<file path="src/rtl/golay24_codec_if.sv">
// -----------------------------------------------------------------------------
// golay24_codec_if
// Handshake and data bundle for the extended Golay (24,12,8) codec.
//
// Parameter:
//   NUM_WORDS  number of 12-bit words per transaction (>= 1)
//
// Signals (master = upstream/downstream side, slave = codec):
//   mode                sampled on accept: 0 = encode, 1 = decode
//   in_valid/in_ready   input handshake
//   data_in             encode payload, word k at [12k+11:12k]
//   codeword_in         decode input, word k at [24k+23:24k] = {data, parity}
//   out_valid/out_ready output handshake (result held until out_ready)
//   codeword_out        encode result, same layout as codeword_in
//   data_out            decode result (corrected data)
//   word_corrected      per-word: 1..3 errors were corrected
//   word_uncorrectable  per-word: 4 or more errors detected
//   error_detected      any nonzero syndrome in the transaction
//   error_corrected     OR of word_corrected
//   corrected_count,
//   uncorrectable_count only present when GOLAY_STATS_EN is defined
// -----------------------------------------------------------------------------
interface golay24_codec_if #(
    parameter int NUM_WORDS = 2
);
    logic                    mode;
    logic                    in_valid;
    logic                    in_ready;
    logic [12*NUM_WORDS-1:0] data_in;
    logic [24*NUM_WORDS-1:0] codeword_in;
    logic                    out_valid;
    logic                    out_ready;
    logic [24*NUM_WORDS-1:0] codeword_out;
    logic [12*NUM_WORDS-1:0] data_out;
    logic [NUM_WORDS-1:0]    word_corrected;
    logic [NUM_WORDS-1:0]    word_uncorrectable;
    logic                    error_detected;
    logic                    error_corrected;
`ifdef GOLAY_STATS_EN
    logic [15:0]             corrected_count;
    logic [15:0]             uncorrectable_count;

    modport master (
        output mode, in_valid, data_in, codeword_in, out_ready,
        input  in_ready, out_valid, codeword_out, data_out,
               word_corrected, word_uncorrectable, error_detected,
               error_corrected, corrected_count, uncorrectable_count
    );

    modport slave (
        input  mode, in_valid, data_in, codeword_in, out_ready,
        output in_ready, out_valid, codeword_out, data_out,
               word_corrected, word_uncorrectable, error_detected,
               error_corrected, corrected_count, uncorrectable_count
    );
`else
    modport master (
        output mode, in_valid, data_in, codeword_in, out_ready,
        input  in_ready, out_valid, codeword_out, data_out,
               word_corrected, word_uncorrectable, error_detected,
               error_corrected
    );

    modport slave (
        input  mode, in_valid, data_in, codeword_in, out_ready,
        output in_ready, out_valid, codeword_out, data_out,
               word_corrected, word_uncorrectable, error_detected,
               error_corrected
    );
`endif
endinterface

</file>
<file path="src/rtl/golay24_codec.sv">
// -----------------------------------------------------------------------------
// golay24_codec
// Extended Golay (24,12,8) encoder / decoder, one 12-bit word per step.
//
// Ports:
//   clk   single clock
//   rst   synchronous, active-high reset (returns to IDLE, clears all outputs)
//   bus   golay24_codec_if.slave (see interface header for signal list)
//
// Parameter:
//   NUM_WORDS  words per transaction (>= 1)
//
// Optional build macro:
//   GOLAY_STATS_EN  adds saturating corrected_count / uncorrectable_count
//
// Operation:
//   Encode: one word per cycle, codeword = {data, P(data)}.
//   Decode: two cycles per word regardless of error pattern.
//     DSYN: s = P(rd) ^ rp, try "errors only in parity" and
//           "one data bit plus <=2 parity bits".
//     DTRN: t = P(s), try "errors only in data" and
//           "one parity-side row plus <=2 data bits"; otherwise the word
//           is uncorrectable and passed through unmodified.
//   A single P() evaluator and a single 12-row weight search are shared
//   between ENC, DSYN and DTRN since only one of them is active per cycle.
// -----------------------------------------------------------------------------
module golay24_codec #(
    parameter int NUM_WORDS = 2
) (
    input  logic           clk,
    input  logic           rst,
    golay24_codec_if.slave bus
);
    localparam int KW = (NUM_WORDS > 1) ? $clog2(NUM_WORDS) : 1;
    localparam logic [KW-1:0] LAST_K = KW'(NUM_WORDS - 1);

    // Rows of the symmetric, self-inverse matrix B. Rows 0..10 are cyclic
    // shifts of a = 1,1,0,1,1,1,0,0,0,1,0 with bit 11 set; row 11 is 7FF.
    localparam logic [11:0] B_ROW [12] = '{
        12'hA3B, 12'hD1D, 12'hE8E, 12'hB47, 12'hDA3, 12'hED1,
        12'hF68, 12'hBB4, 12'h9DA, 12'h8ED, 12'hC76, 12'h7FF
    };

    function automatic logic [11:0] parity12(input logic [11:0] x);
        logic [11:0] acc;
        acc = '0;
        for (int i = 0; i < 12; i++) begin
            if (x[i]) acc = acc ^ B_ROW[i];
        end
        return acc;
    endfunction

    function automatic logic [3:0] weight12(input logic [11:0] x);
        logic [3:0] cnt;
        cnt = '0;
        for (int i = 0; i < 12; i++) begin
            cnt = cnt + {3'b000, x[i]};
        end
        return cnt;
    endfunction

    typedef enum logic [2:0] {
        S_IDLE,
        S_ENC,
        S_DSYN,
        S_DTRN,
        S_DONE
    } state_t;

    state_t                  state_reg;
    logic [KW-1:0]           k_reg;
    logic [12*NUM_WORDS-1:0] din_bus_reg;
    logic [24*NUM_WORDS-1:0] cw_bus_reg;
    logic [24*NUM_WORDS-1:0] cw_out_reg;
    logic [12*NUM_WORDS-1:0] dout_reg;
    logic [NUM_WORDS-1:0]    word_corr_reg;
    logic [NUM_WORDS-1:0]    word_unc_reg;
    logic                    err_det_reg;
    logic                    err_corr_reg;
    logic                    out_valid_reg;
    logic                    in_ready_reg;
    logic [11:0]             s_reg;         // syndrome of the word in flight
    logic [11:0]             fix_reg;       // data resolved in DSYN
    logic                    resolved_reg;  // DSYN already found the error
`ifdef GOLAY_STATS_EN
    logic [15:0]             corr_cnt_reg;
    logic [15:0]             unc_cnt_reg;
`endif

    // Per-word views of the latched transaction.
    logic [11:0] din_w [NUM_WORDS];
    logic [11:0] rd_w  [NUM_WORDS];
    logic [11:0] rp_w  [NUM_WORDS];

    genvar gi;
    generate
        for (gi = 0; gi < NUM_WORDS; gi++) begin : g_words
            assign din_w[gi] = din_bus_reg[12*gi +: 12];
            assign rd_w[gi]  = cw_bus_reg[24*gi + 12 +: 12];
            assign rp_w[gi]  = cw_bus_reg[24*gi +: 12];
        end
    endgenerate

    logic [11:0] rd_cur;
    logic [11:0] rp_cur;
    assign rd_cur = rd_w[k_reg];
    assign rp_cur = rp_w[k_reg];

    // Shared P() evaluator: data word in ENC, received data in DSYN,
    // latched syndrome in DTRN (giving t).
    logic [11:0] p_in;
    logic [11:0] p_out;

    always_comb begin
        p_in = '0;
        case (state_reg)
            S_ENC:   p_in = din_w[k_reg];
            S_DSYN:  p_in = rd_cur;
            S_DTRN:  p_in = s_reg;
            default: p_in = '0;
        endcase
    end

    assign p_out = parity12(p_in);

    logic [11:0] syn;
    assign syn = p_out ^ rp_cur;

    // Shared search: lowest row i with weight(vec ^ B_i) <= 2, where vec is
    // the syndrome in DSYN and t in DTRN.
    logic [11:0] srch_vec;
    logic [11:0] srch_hit;
    logic        srch_found;
    logic [3:0]  srch_idx;

    always_comb begin
        srch_vec = '0;
        case (state_reg)
            S_DSYN:  srch_vec = syn;
            S_DTRN:  srch_vec = p_out;
            default: srch_vec = '0;
        endcase
    end

    generate
        for (gi = 0; gi < 12; gi++) begin : g_search
            assign srch_hit[gi] = (weight12(srch_vec ^ B_ROW[gi]) <= 4'd2);
        end
    endgenerate

    always_comb begin
        srch_found = 1'b0;
        srch_idx   = '0;
        // Descending scan so the lowest matching row is the one kept.
        for (int i = 11; i >= 0; i--) begin
            if (srch_hit[i]) begin
                srch_found = 1'b1;
                srch_idx   = 4'(i);
            end
        end
    end

    // DTRN resolution of the word being committed.
    logic [11:0] commit_data;
    logic        commit_unc;
    logic        commit_corr;

    always_comb begin
        commit_data = rd_cur;
        commit_unc  = 1'b0;
        if (resolved_reg) begin
            commit_data = fix_reg;
        end else if (weight12(p_out) <= 4'd3) begin
            commit_data = rd_cur ^ p_out;
        end else if (srch_found) begin
            commit_data = rd_cur ^ p_out ^ B_ROW[srch_idx];
        end else begin
            commit_unc  = 1'b1;
        end
    end

    assign commit_corr = (s_reg != 12'h000) && !commit_unc;

    always_ff @(posedge clk) begin
        if (rst) begin
            state_reg     <= S_IDLE;
            k_reg         <= '0;
            din_bus_reg   <= '0;
            cw_bus_reg    <= '0;
            cw_out_reg    <= '0;
            dout_reg      <= '0;
            word_corr_reg <= '0;
            word_unc_reg  <= '0;
            err_det_reg   <= 1'b0;
            err_corr_reg  <= 1'b0;
            out_valid_reg <= 1'b0;
            in_ready_reg  <= 1'b1;
            s_reg         <= '0;
            fix_reg       <= '0;
            resolved_reg  <= 1'b0;
`ifdef GOLAY_STATS_EN
            corr_cnt_reg  <= '0;
            unc_cnt_reg   <= '0;
`endif
        end else begin
            case (state_reg)
                S_IDLE: begin
                    if (bus.in_valid) begin
                        din_bus_reg   <= bus.data_in;
                        cw_bus_reg    <= bus.codeword_in;
                        k_reg         <= '0;
                        in_ready_reg  <= 1'b0;
                        word_corr_reg <= '0;
                        word_unc_reg  <= '0;
                        err_det_reg   <= 1'b0;
                        err_corr_reg  <= 1'b0;
                        if (bus.mode) begin
                            cw_out_reg <= '0;
                            state_reg  <= S_DSYN;
                        end else begin
                            dout_reg   <= '0;
                            state_reg  <= S_ENC;
                        end
                    end
                end

                S_ENC: begin
                    cw_out_reg[24*k_reg +: 24] <= {din_w[k_reg], p_out};
                    if (k_reg == LAST_K) begin
                        state_reg <= S_DONE;
                    end else begin
                        k_reg <= k_reg + 1'b1;
                    end
                end

                S_DSYN: begin
                    s_reg <= syn;
                    if (weight12(syn) <= 4'd3) begin
                        resolved_reg <= 1'b1;
                        fix_reg      <= rd_cur;
                    end else if (srch_found) begin
                        resolved_reg <= 1'b1;
                        fix_reg      <= rd_cur ^ (12'd1 << srch_idx);
                    end else begin
                        resolved_reg <= 1'b0;
                        fix_reg      <= rd_cur;
                    end
                    state_reg <= S_DTRN;
                end

                S_DTRN: begin
                    dout_reg[12*k_reg +: 12] <= commit_data;
                    word_corr_reg[k_reg]     <= commit_corr;
                    word_unc_reg[k_reg]      <= commit_unc;
                    err_det_reg  <= err_det_reg | (s_reg != 12'h000);
                    err_corr_reg <= err_corr_reg | commit_corr;
`ifdef GOLAY_STATS_EN
                    if (commit_corr && (corr_cnt_reg != 16'hFFFF)) begin
                        corr_cnt_reg <= corr_cnt_reg + 16'd1;
                    end
                    if (commit_unc && (unc_cnt_reg != 16'hFFFF)) begin
                        unc_cnt_reg <= unc_cnt_reg + 16'd1;
                    end
`endif
                    if (k_reg == LAST_K) begin
                        state_reg <= S_DONE;
                    end else begin
                        k_reg     <= k_reg + 1'b1;
                        state_reg <= S_DSYN;
                    end
                end

                S_DONE: begin
                    // First DONE cycle raises out_valid from a register so
                    // the handshake output never depends on decode logic.
                    if (!out_valid_reg) begin
                        out_valid_reg <= 1'b1;
                    end else if (bus.out_ready) begin
                        out_valid_reg <= 1'b0;
                        in_ready_reg  <= 1'b1;
                        state_reg     <= S_IDLE;
                    end
                end

                default: begin
                    state_reg     <= S_IDLE;
                    in_ready_reg  <= 1'b1;
                    out_valid_reg <= 1'b0;
                end
            endcase
        end
    end

    assign bus.in_ready           = in_ready_reg;
    assign bus.out_valid          = out_valid_reg;
    assign bus.codeword_out       = cw_out_reg;
    assign bus.data_out           = dout_reg;
    assign bus.word_corrected     = word_corr_reg;
    assign bus.word_uncorrectable = word_unc_reg;
    assign bus.error_detected     = err_det_reg;
    assign bus.error_corrected    = err_corr_reg;
`ifdef GOLAY_STATS_EN
    assign bus.corrected_count     = corr_cnt_reg;
    assign bus.uncorrectable_count = unc_cnt_reg;
`endif

endmodule

</file>
<file path="src/flat_wrapper.sv">
// flat-port wrapper written by rule: the top's interface ports become plain ports
module golay24_codec_flat 
#(
    parameter int NUM_WORDS = 2
)
  (clk, rst, bus_mode, bus_in_valid, bus_data_in, bus_codeword_in, bus_out_ready, bus_in_ready, bus_out_valid, bus_codeword_out, bus_data_out, bus_word_corrected, bus_word_uncorrectable, bus_error_detected, bus_error_corrected);
  golay24_codec_if #(.NUM_WORDS(NUM_WORDS)) bus_i ();
  input  logic clk;
  input  logic rst;
  input wire logic [$bits(bus_i.mode)-1:0] bus_mode;
  input wire logic [$bits(bus_i.in_valid)-1:0] bus_in_valid;
  input wire logic [$bits(bus_i.data_in)-1:0] bus_data_in;
  input wire logic [$bits(bus_i.codeword_in)-1:0] bus_codeword_in;
  input wire logic [$bits(bus_i.out_ready)-1:0] bus_out_ready;
  output wire logic [$bits(bus_i.in_ready)-1:0] bus_in_ready;
  output wire logic [$bits(bus_i.out_valid)-1:0] bus_out_valid;
  output wire logic [$bits(bus_i.codeword_out)-1:0] bus_codeword_out;
  output wire logic [$bits(bus_i.data_out)-1:0] bus_data_out;
  output wire logic [$bits(bus_i.word_corrected)-1:0] bus_word_corrected;
  output wire logic [$bits(bus_i.word_uncorrectable)-1:0] bus_word_uncorrectable;
  output wire logic [$bits(bus_i.error_detected)-1:0] bus_error_detected;
  output wire logic [$bits(bus_i.error_corrected)-1:0] bus_error_corrected;
  assign bus_i.mode = bus_mode;
  assign bus_i.in_valid = bus_in_valid;
  assign bus_i.data_in = bus_data_in;
  assign bus_i.codeword_in = bus_codeword_in;
  assign bus_i.out_ready = bus_out_ready;
  assign bus_in_ready = bus_i.in_ready;
  assign bus_out_valid = bus_i.out_valid;
  assign bus_codeword_out = bus_i.codeword_out;
  assign bus_data_out = bus_i.data_out;
  assign bus_word_corrected = bus_i.word_corrected;
  assign bus_word_uncorrectable = bus_i.word_uncorrectable;
  assign bus_error_detected = bus_i.error_detected;
  assign bus_error_corrected = bus_i.error_corrected;
  golay24_codec #(.NUM_WORDS(NUM_WORDS)) u_core (.clk(clk), .rst(rst), .bus(bus_i));
endmodule
</file>
<file path="config.mk">
export PLATFORM = sky130hd
export DESIGN_NAME = golay24_codec_flat
export DESIGN_NICKNAME = d
export VERILOG_FILES = /design/src/rtl/golay24_codec_if.sv /design/src/rtl/golay24_codec.sv /design/src/flat_wrapper.sv
export SDC_FILE = /design/constraint.sdc
export NUM_CORES = 1
export LEC_CHECK = 0
export BUFFER_PORTS_ARGS = -buffer_cell sky130_fd_sc_hd__buf_2
export CORE_MARGIN = 2
export CORE_UTILIZATION = 25
export CTS_CLUSTER_SIZE = 25
export DETAILED_ROUTE_END_ITERATION = 8
export PLACE_DENSITY = 0.4
export SLEW_MARGIN = 10
export SYNTH_ARGS = -nofsm -noshare
export SYNTH_HDL_FRONTEND = slang
export SYNTH_SLANG_ARGS = --single-unit
</file>
<file path="constraint.sdc">
create_clock -name clk -period 7.85 [get_ports clk]
set_input_delay 0.785 -clock clk [delete_from_list [all_inputs] [get_ports clk]]
set_output_delay 0.785 -clock clk [all_outputs]
set_load 0.02 [all_outputs]
</file>
==> flow_metrics.tcl, run 1 <==
set metrics [dict create \
    status "complete, no violations" \
    clock.fmax_mhz 132 \
    rsz0062_at_grt "yes" \
    htree_levels 4 \
    arrival_ns 7.95 \
    wl_per_cell_um 18.0 \
    die_w_um 226 \
    antenna_found_initial 0 \
    clock-root-buffer "clkbuf_16" \
    cts_sinks 181 \
    clk_pin_slew_worst_paths_ns 0.07 \
    cp_top_family "adder cells" \
    critical_path_class "reg2reg" \
    place_hpwl_mm 33.5 \
    finClkSkew_ns 0.0121 \
    yosysTopAreaCell "dfxtp_1" \
    syn_to_final_growth_pct 31.6 \
    vias_per_cell 4.53 \
    synth_flop_cell "dfxtp_1" \
    antenna_left 0 \
    yosys-top-cells-area "dfxtp_1 (29%), fa_1 (15%), nand2_1 (7.0%)" \
    startpoint_type "register" \
    nNetsFinal 1932 \
    grt_pass1_vias 11000 \
    worstPathRequired_ns 8.20 \
    port-buffer-count 156 \
    maxSlewViolCount 0 \
    setup_viol 0 \
    period_share 0.968 \
    synth.avg_cell_area_um2 8.51 \
    drive_above_1_share 0.286 \
    n_fill_cell 5274 \
    vias 10800 \
    cp-end-kind "register" \
    cts_buffers 17 \
    critPathMaxStageDelay_ns 0.52 \
    synth_nets 1672 \
    synth_top_cell_area_share 0.294 \
    cts_tree "yes" \
    pin_count 157 \
    finalHoldViolations 0 \
    synth-warning-count 0 \
    fin_hold_ws_ns 0.453 \
    ys_seq_area_frac 0.294 \
    gp_congestion 0.844 \
    layout_min_cycle_time_ns 7.60 \
    grt_util_all_layers 0.170 \
    max_slew.worst_pin.slew_ns 1.20 \
    route.detailed.drc 0 \
    num_rows 81 \
    cp_num_buf_inv 7 \
    die_area_um2 51100 \
    postSynth.asyncResetShare 0 \
    ys_seq_elements 181 \
    overflow 0 \
    holdBufCountCts 0 \
    grt_pass1_wl_mm 65.2 \
    routed_wl_mm 42.9 \
    drv_cap 0 \
    diodes 0 \
    slew-limit-headroom 0.200 \
    crit_fanout 12 \
    synth_area_um2 12300 \
    start_util 0.252 \
    synth-edff-count 0 \
    clk_latency_ns 0.46 \
    drtPass1Iterations 5 \
    synthCells 1450 \
    drtIter0Drc 519 \
    hold_class "reg2reg" \
    cts_buffer_depth 2 \
    slowest_stage "fa_1" \
    grt_max_degree 91 \
    cpMostUsedCell "fa_1" \
    die_h_um 226 \
    synth_cell_types 74 \
    core_um2 48800 \
]
cell usage after synthesis, types with 10 or more instances:
library cell,number
a21oi_1,130
a22oi_1,56
a31oi_1,10
clkbuf_1,61
dfxtp_1,181
fa_1,92
ha_1,53
inv_1,136
mux2i_1,34
nand2_1,229
nand2b_1,24
nor2_1,131
nor2b_1,14
nor3_1,14
o211ai_1,11
o21ai_0,17
o21ai_1,21
xnor2_1,55
xor2_1,33
cell usage in the layout (no fill, tap or decap), types with 9 or more instances in the layout:
master	count
o21ai_1	18
nor2b_1	12
a22oi_1	55
nand2b_1	21
clkbuf_16	18
nor2_1	124
xnor2_1	38
o211ai_1	11
o21ai_0	14
fa_1	86
inv_1	126
xnor2_2	17
a21oi_1	124
nand2_1	223
dfxtp_1	178
ha_1	51
mux2i_1	24
nor3_1	13
xor2_1	26
buf_4	147
inv_2	9
buf_2	155
metrics by stage:
step	area [µm²]	setup TNS (ns)	setup slack, ns	instances	util
after floorplan	12400	0	0.0368	1450	-
after global placement	14700	-6.18	-0.380	2325	0.301
after detailed placement	14700	-3.55	-0.243	2325	0.301
after CTS	15500	0	0.000447	2359	0.317
after global routing	16200	-0.333	-0.0762	2387	0.332
final	16200	0	0.247	2387	0.332
what timing repair did:
action | in CTS | in global routing
resized for setup | 20 | 117
cloned | 0 | 1
setup endpoints to repair | 22 | 32
buffers inserted | 2 | 27
pin swaps | 9 | 62
layout make-up:
cell class                 count  area [µm²]  area share
timing repair buffer         314        2060       0.127
multi-input combinational   1058        8540       0.526
clock inverter                12         165      0.0102
sequential                   181        3630       0.224
clock buffer                  20         467      0.0288
tap                          664         831      0.0512
inverter                     138         528      0.0325
cells by family (layout without fill, tap and decap cells):
group	count (synthesis)	after routing	synth area share
AO/OA/AOI/OAI	323	323	0.169
multiplexers	45	45	0.0395
buffers and inverters	211	484	0.0662
adder cells (fa/ha/maj)	146	146	0.204
AND/OR/NAND/NOR	449	449	0.153
XOR/XNOR	95	95	0.0741
flip-flops	181	181	0.294
path summary, 6_finish.rpt:
path                          from                 endpoint  slack (ns)  cells after the start
max                   u_core.k_reg  u_core.bus.data_out[20]        0.25                     32
min          u_core.cw_bus_reg[19]    u_core.cw_bus_reg[19]        0.45                      2
max reg2reg           u_core.k_reg  u_core.bus.data_out[20]        0.25                     32
min reg2reg  u_core.cw_bus_reg[19]    u_core.cw_bus_reg[19]        0.45                      2
metal layers:
layer,vias up,part of all wire,GRT usage
li1,5333,-,-
met1,5274,0.46,0.224
met2,176,0.49,0.287
met3,33,0.028,0.0232
met4,0,0.021,0.0552
met5,-,0,0
worst register-to-register path, delay by kind of cell (launching register included):
family	cells	cell delay [ns]
adder cells (fa/ha/maj)	7	2.65
AO/OA/AOI/OAI	11	2.15
buffers and inverters	7	0.78
XOR/XNOR	4	0.75
AND/OR/NAND/NOR	2	0.59
flip-flops	1	0.39
multiplexers	1	0.20
Power of run 1 is left out: the tool's default activity adds up to more than one toggle a clock period on the data nets, which glitch-free logic cannot reach.
==> inputs of run 2 (changes only) <==
--- a/config.mk
+++ b/config.mk
@@ -7,10 +7,10 @@
 export LEC_CHECK = 0
 export BUFFER_PORTS_ARGS = -buffer_cell sky130_fd_sc_hd__buf_2
 export CORE_MARGIN = 2
-export CORE_UTILIZATION = 25
+export CORE_UTILIZATION = 30
 export CTS_CLUSTER_SIZE = 25
 export DETAILED_ROUTE_END_ITERATION = 8
-export PLACE_DENSITY = 0.4
+export PLACE_DENSITY = 0.47
 export SLEW_MARGIN = 10
 export SYNTH_ARGS = -nofsm -noshare
 export SYNTH_HDL_FRONTEND = slang
==> constraint.sdc (replaced) <==
create_clock -name clk -period 7.85 [get_ports clk]
set_input_delay 1.57 -clock clk [delete_from_list [all_inputs] [get_ports clk]]
set_output_delay 1.57 -clock clk [all_outputs]
set_load 0.02 [all_outputs]
==> run 2 against run 1 <==
Against the previous run:
- worst setup slack worse by 0.044 ns
- critical endpoint is now u_core.bus.data_out[8]
- critical path depth up 2
- critical path type unchanged
- clock skew down 0.00093 ns
- non-clock buffer count up 16
- highest routed layer unchanged
- largest cell class unchanged
==> flow_metrics.tcl, run 2 (same netlist as run 1, synthesis figures left out) <==
set metrics [dict create \
    status "complete, no violations" \
    cts_buffers 17 \
    finalHoldViolations 0 \
    mostFrequentLayoutCell "nand2_1" \
    maxSlewViolCount 0 \
    grt_pass1_vias 11300 \
    rr_worst_depth 34 \
    finClkSkew_ns 0.0112 \
    syn_to_final_growth_pct 29.8 \
    rsz0062_at_grt "yes" \
    num_rows 74 \
    htree_levels 4 \
    cp-end-kind "register" \
    n_fill_cell 4262 \
    top_usage_layer "met2" \
    grt_max_degree 89 \
    ff2ff_setup_slack_ns 0.20 \
    nNetsFinal 1948 \
    clk_latency_ns 0.45 \
    drive_above_1_share 0.280 \
    regToRegStartpoint "u_core.k_reg" \
    gp_congestion 0.916 \
    holdBufCountCts 0 \
    cts_buffer_depth 2 \
    overflow 0 \
    timing.setup.tns_ns 0 \
    worstPathRequired_ns 8.24 \
    die_w_um 207 \
    clock-root-buffer "clkbuf_16" \
    route.detailed.drc 0 \
    cpMostUsedCell "fa_1" \
    arrival_ns 8.04 \
    final_cell_mix "nand2_1 (224), dfxtp_1 (180), buf_4 (167)" \
    reg2reg_to "u_core.bus.data_out[8]" \
    grt.met3_usage 0.0300 \
    layout_min_cycle_time_ns 7.65 \
    slew-limit-headroom 0.241 \
    startpoint_type "register" \
    cp_num_buf_inv 12 \
    pin_count 157 \
    start_util 0.303 \
    core_um2 40700 \
    design_area_um2 16000 \
    port-buffer-count 156 \
    place_hpwl_mm 32.0 \
    crit_fanout 8 \
    vias_per_cell 4.81 \
    setup_viol 0 \
    drv_cap 0 \
    crit_start "u_core.k_reg" \
    max_slew.worst_pin.slew_ns 1.14 \
    drtIter0Drc 529 \
    die_area_um2 42700 \
    cp_num_cells 34 \
    use_met2 0.332 \
    clock.fmax_mhz 131 \
    grt_pass1_wl_mm 63.5 \
    vias 10900 \
    cp_top_family "compound AO/OA/AOI/OAI gates" \
    diodes 0 \
    routed_wl_mm 40.9 \
    clk_pin_slew_worst_paths_ns 0.07 \
    antenna_found_initial 0 \
    slowest_stage "fa_1" \
    wl_per_cell_um 18.0 \
    period_share 0.974 \
    critPathMaxStageDelay_ns 0.53 \
    cts_tree "yes" \
    grt_util_all_layers 0.196 \
    hold_class "reg2reg" \
    place_area_um2 14700 \
    antenna_left 0 \
    met1_usage 0.252 \
    die_h_um 207 \
    cts_sinks 181 \
    drtPass1Iterations 5 \
    timing.critical_path.to "u_core.bus.data_out[8]" \
    critical_path_class "reg2reg" \
]
[run 2: cell count changes in the layout (fill, tap and decap cells not counted), sizes merged]
cell	before	now
buf	313	330
clkbuf	21	19
clkinv	2	3
bufinv	3	2
inv	140	139
[run 2: final cells by class]
cell class	count	area [µm²]	area share
well taps	532	666	0.0416
inverters	138	529	0.0331
clock buffers	19	453	0.0283
repair buffers	330	2140	0.133
flip-flops and latches	181	3630	0.227
multi-input cells	1058	8470	0.529
clock inverters	11	126	0.00789
[run 2: worst min path at each step]
stage,depth (start not counted),to,startpoint,slack [ns]
floorplan,2,u_core.fix_reg[11],u_core.fix_reg[11],0.43
global placement,2,u_core.bus.data_out[6],u_core.bus.data_out[6],0.44
detailed placement,2,u_core.bus.data_out[6],u_core.bus.data_out[6],0.44
CTS,2,u_core.bus.data_out[6],u_core.bus.data_out[6],0.45
global route,2,u_core.fix_reg[11],u_core.fix_reg[11],0.47
finish,2,u_core.bus.data_out[18],u_core.bus.data_out[18],0.45
[run 2: through the flow]
stage / utilization / worst slack, ns / hold slack, ns / instances
detailed placement: 0.360 / -0.198 / 0.442 / 2211
global route: 0.393 / -0.170 / 0.469 / 2269
CTS: 0.381 / 0.00311 / 0.452 / 2257
floorplan: - / 0.0368 / 0.432 / 1450
global placement: 0.360 / -0.0384 / 0.440 / 2211
finish: 0.393 / 0.203 / 0.447 / 2269
[run 2: what timing repair did]
| item | in CTS | in global routing |
|---|---|---|
| resized for setup | 32 | 87 |
| pin swaps | 20 | 52 |
| endpoints found under the setup margin | 18 | 29 |
| buffers inserted | 16 | 13 |
[run 2: metal layers]
metal  vias to the layer above  wire [µm]
li1                       5355          -
met1                      5291      18200
met2                       198      20300
met3                        59       1200
met4                         0       1290
met5                         -          0
[run 2: worst register-to-register path, delay by kind of cell (launching register included)]
family	cells	cell delay, ns
AOI/OAI and AO/OA	11	2.27
xor gates and xnor gates	2	0.95
adders and majority gates	6	2.21
buffers and inverters	12	1.30
DFF	1	0.38
muxes	1	0.29
and+or+nand+nor	2	0.21
Power of run 2 is left out for the same reason.
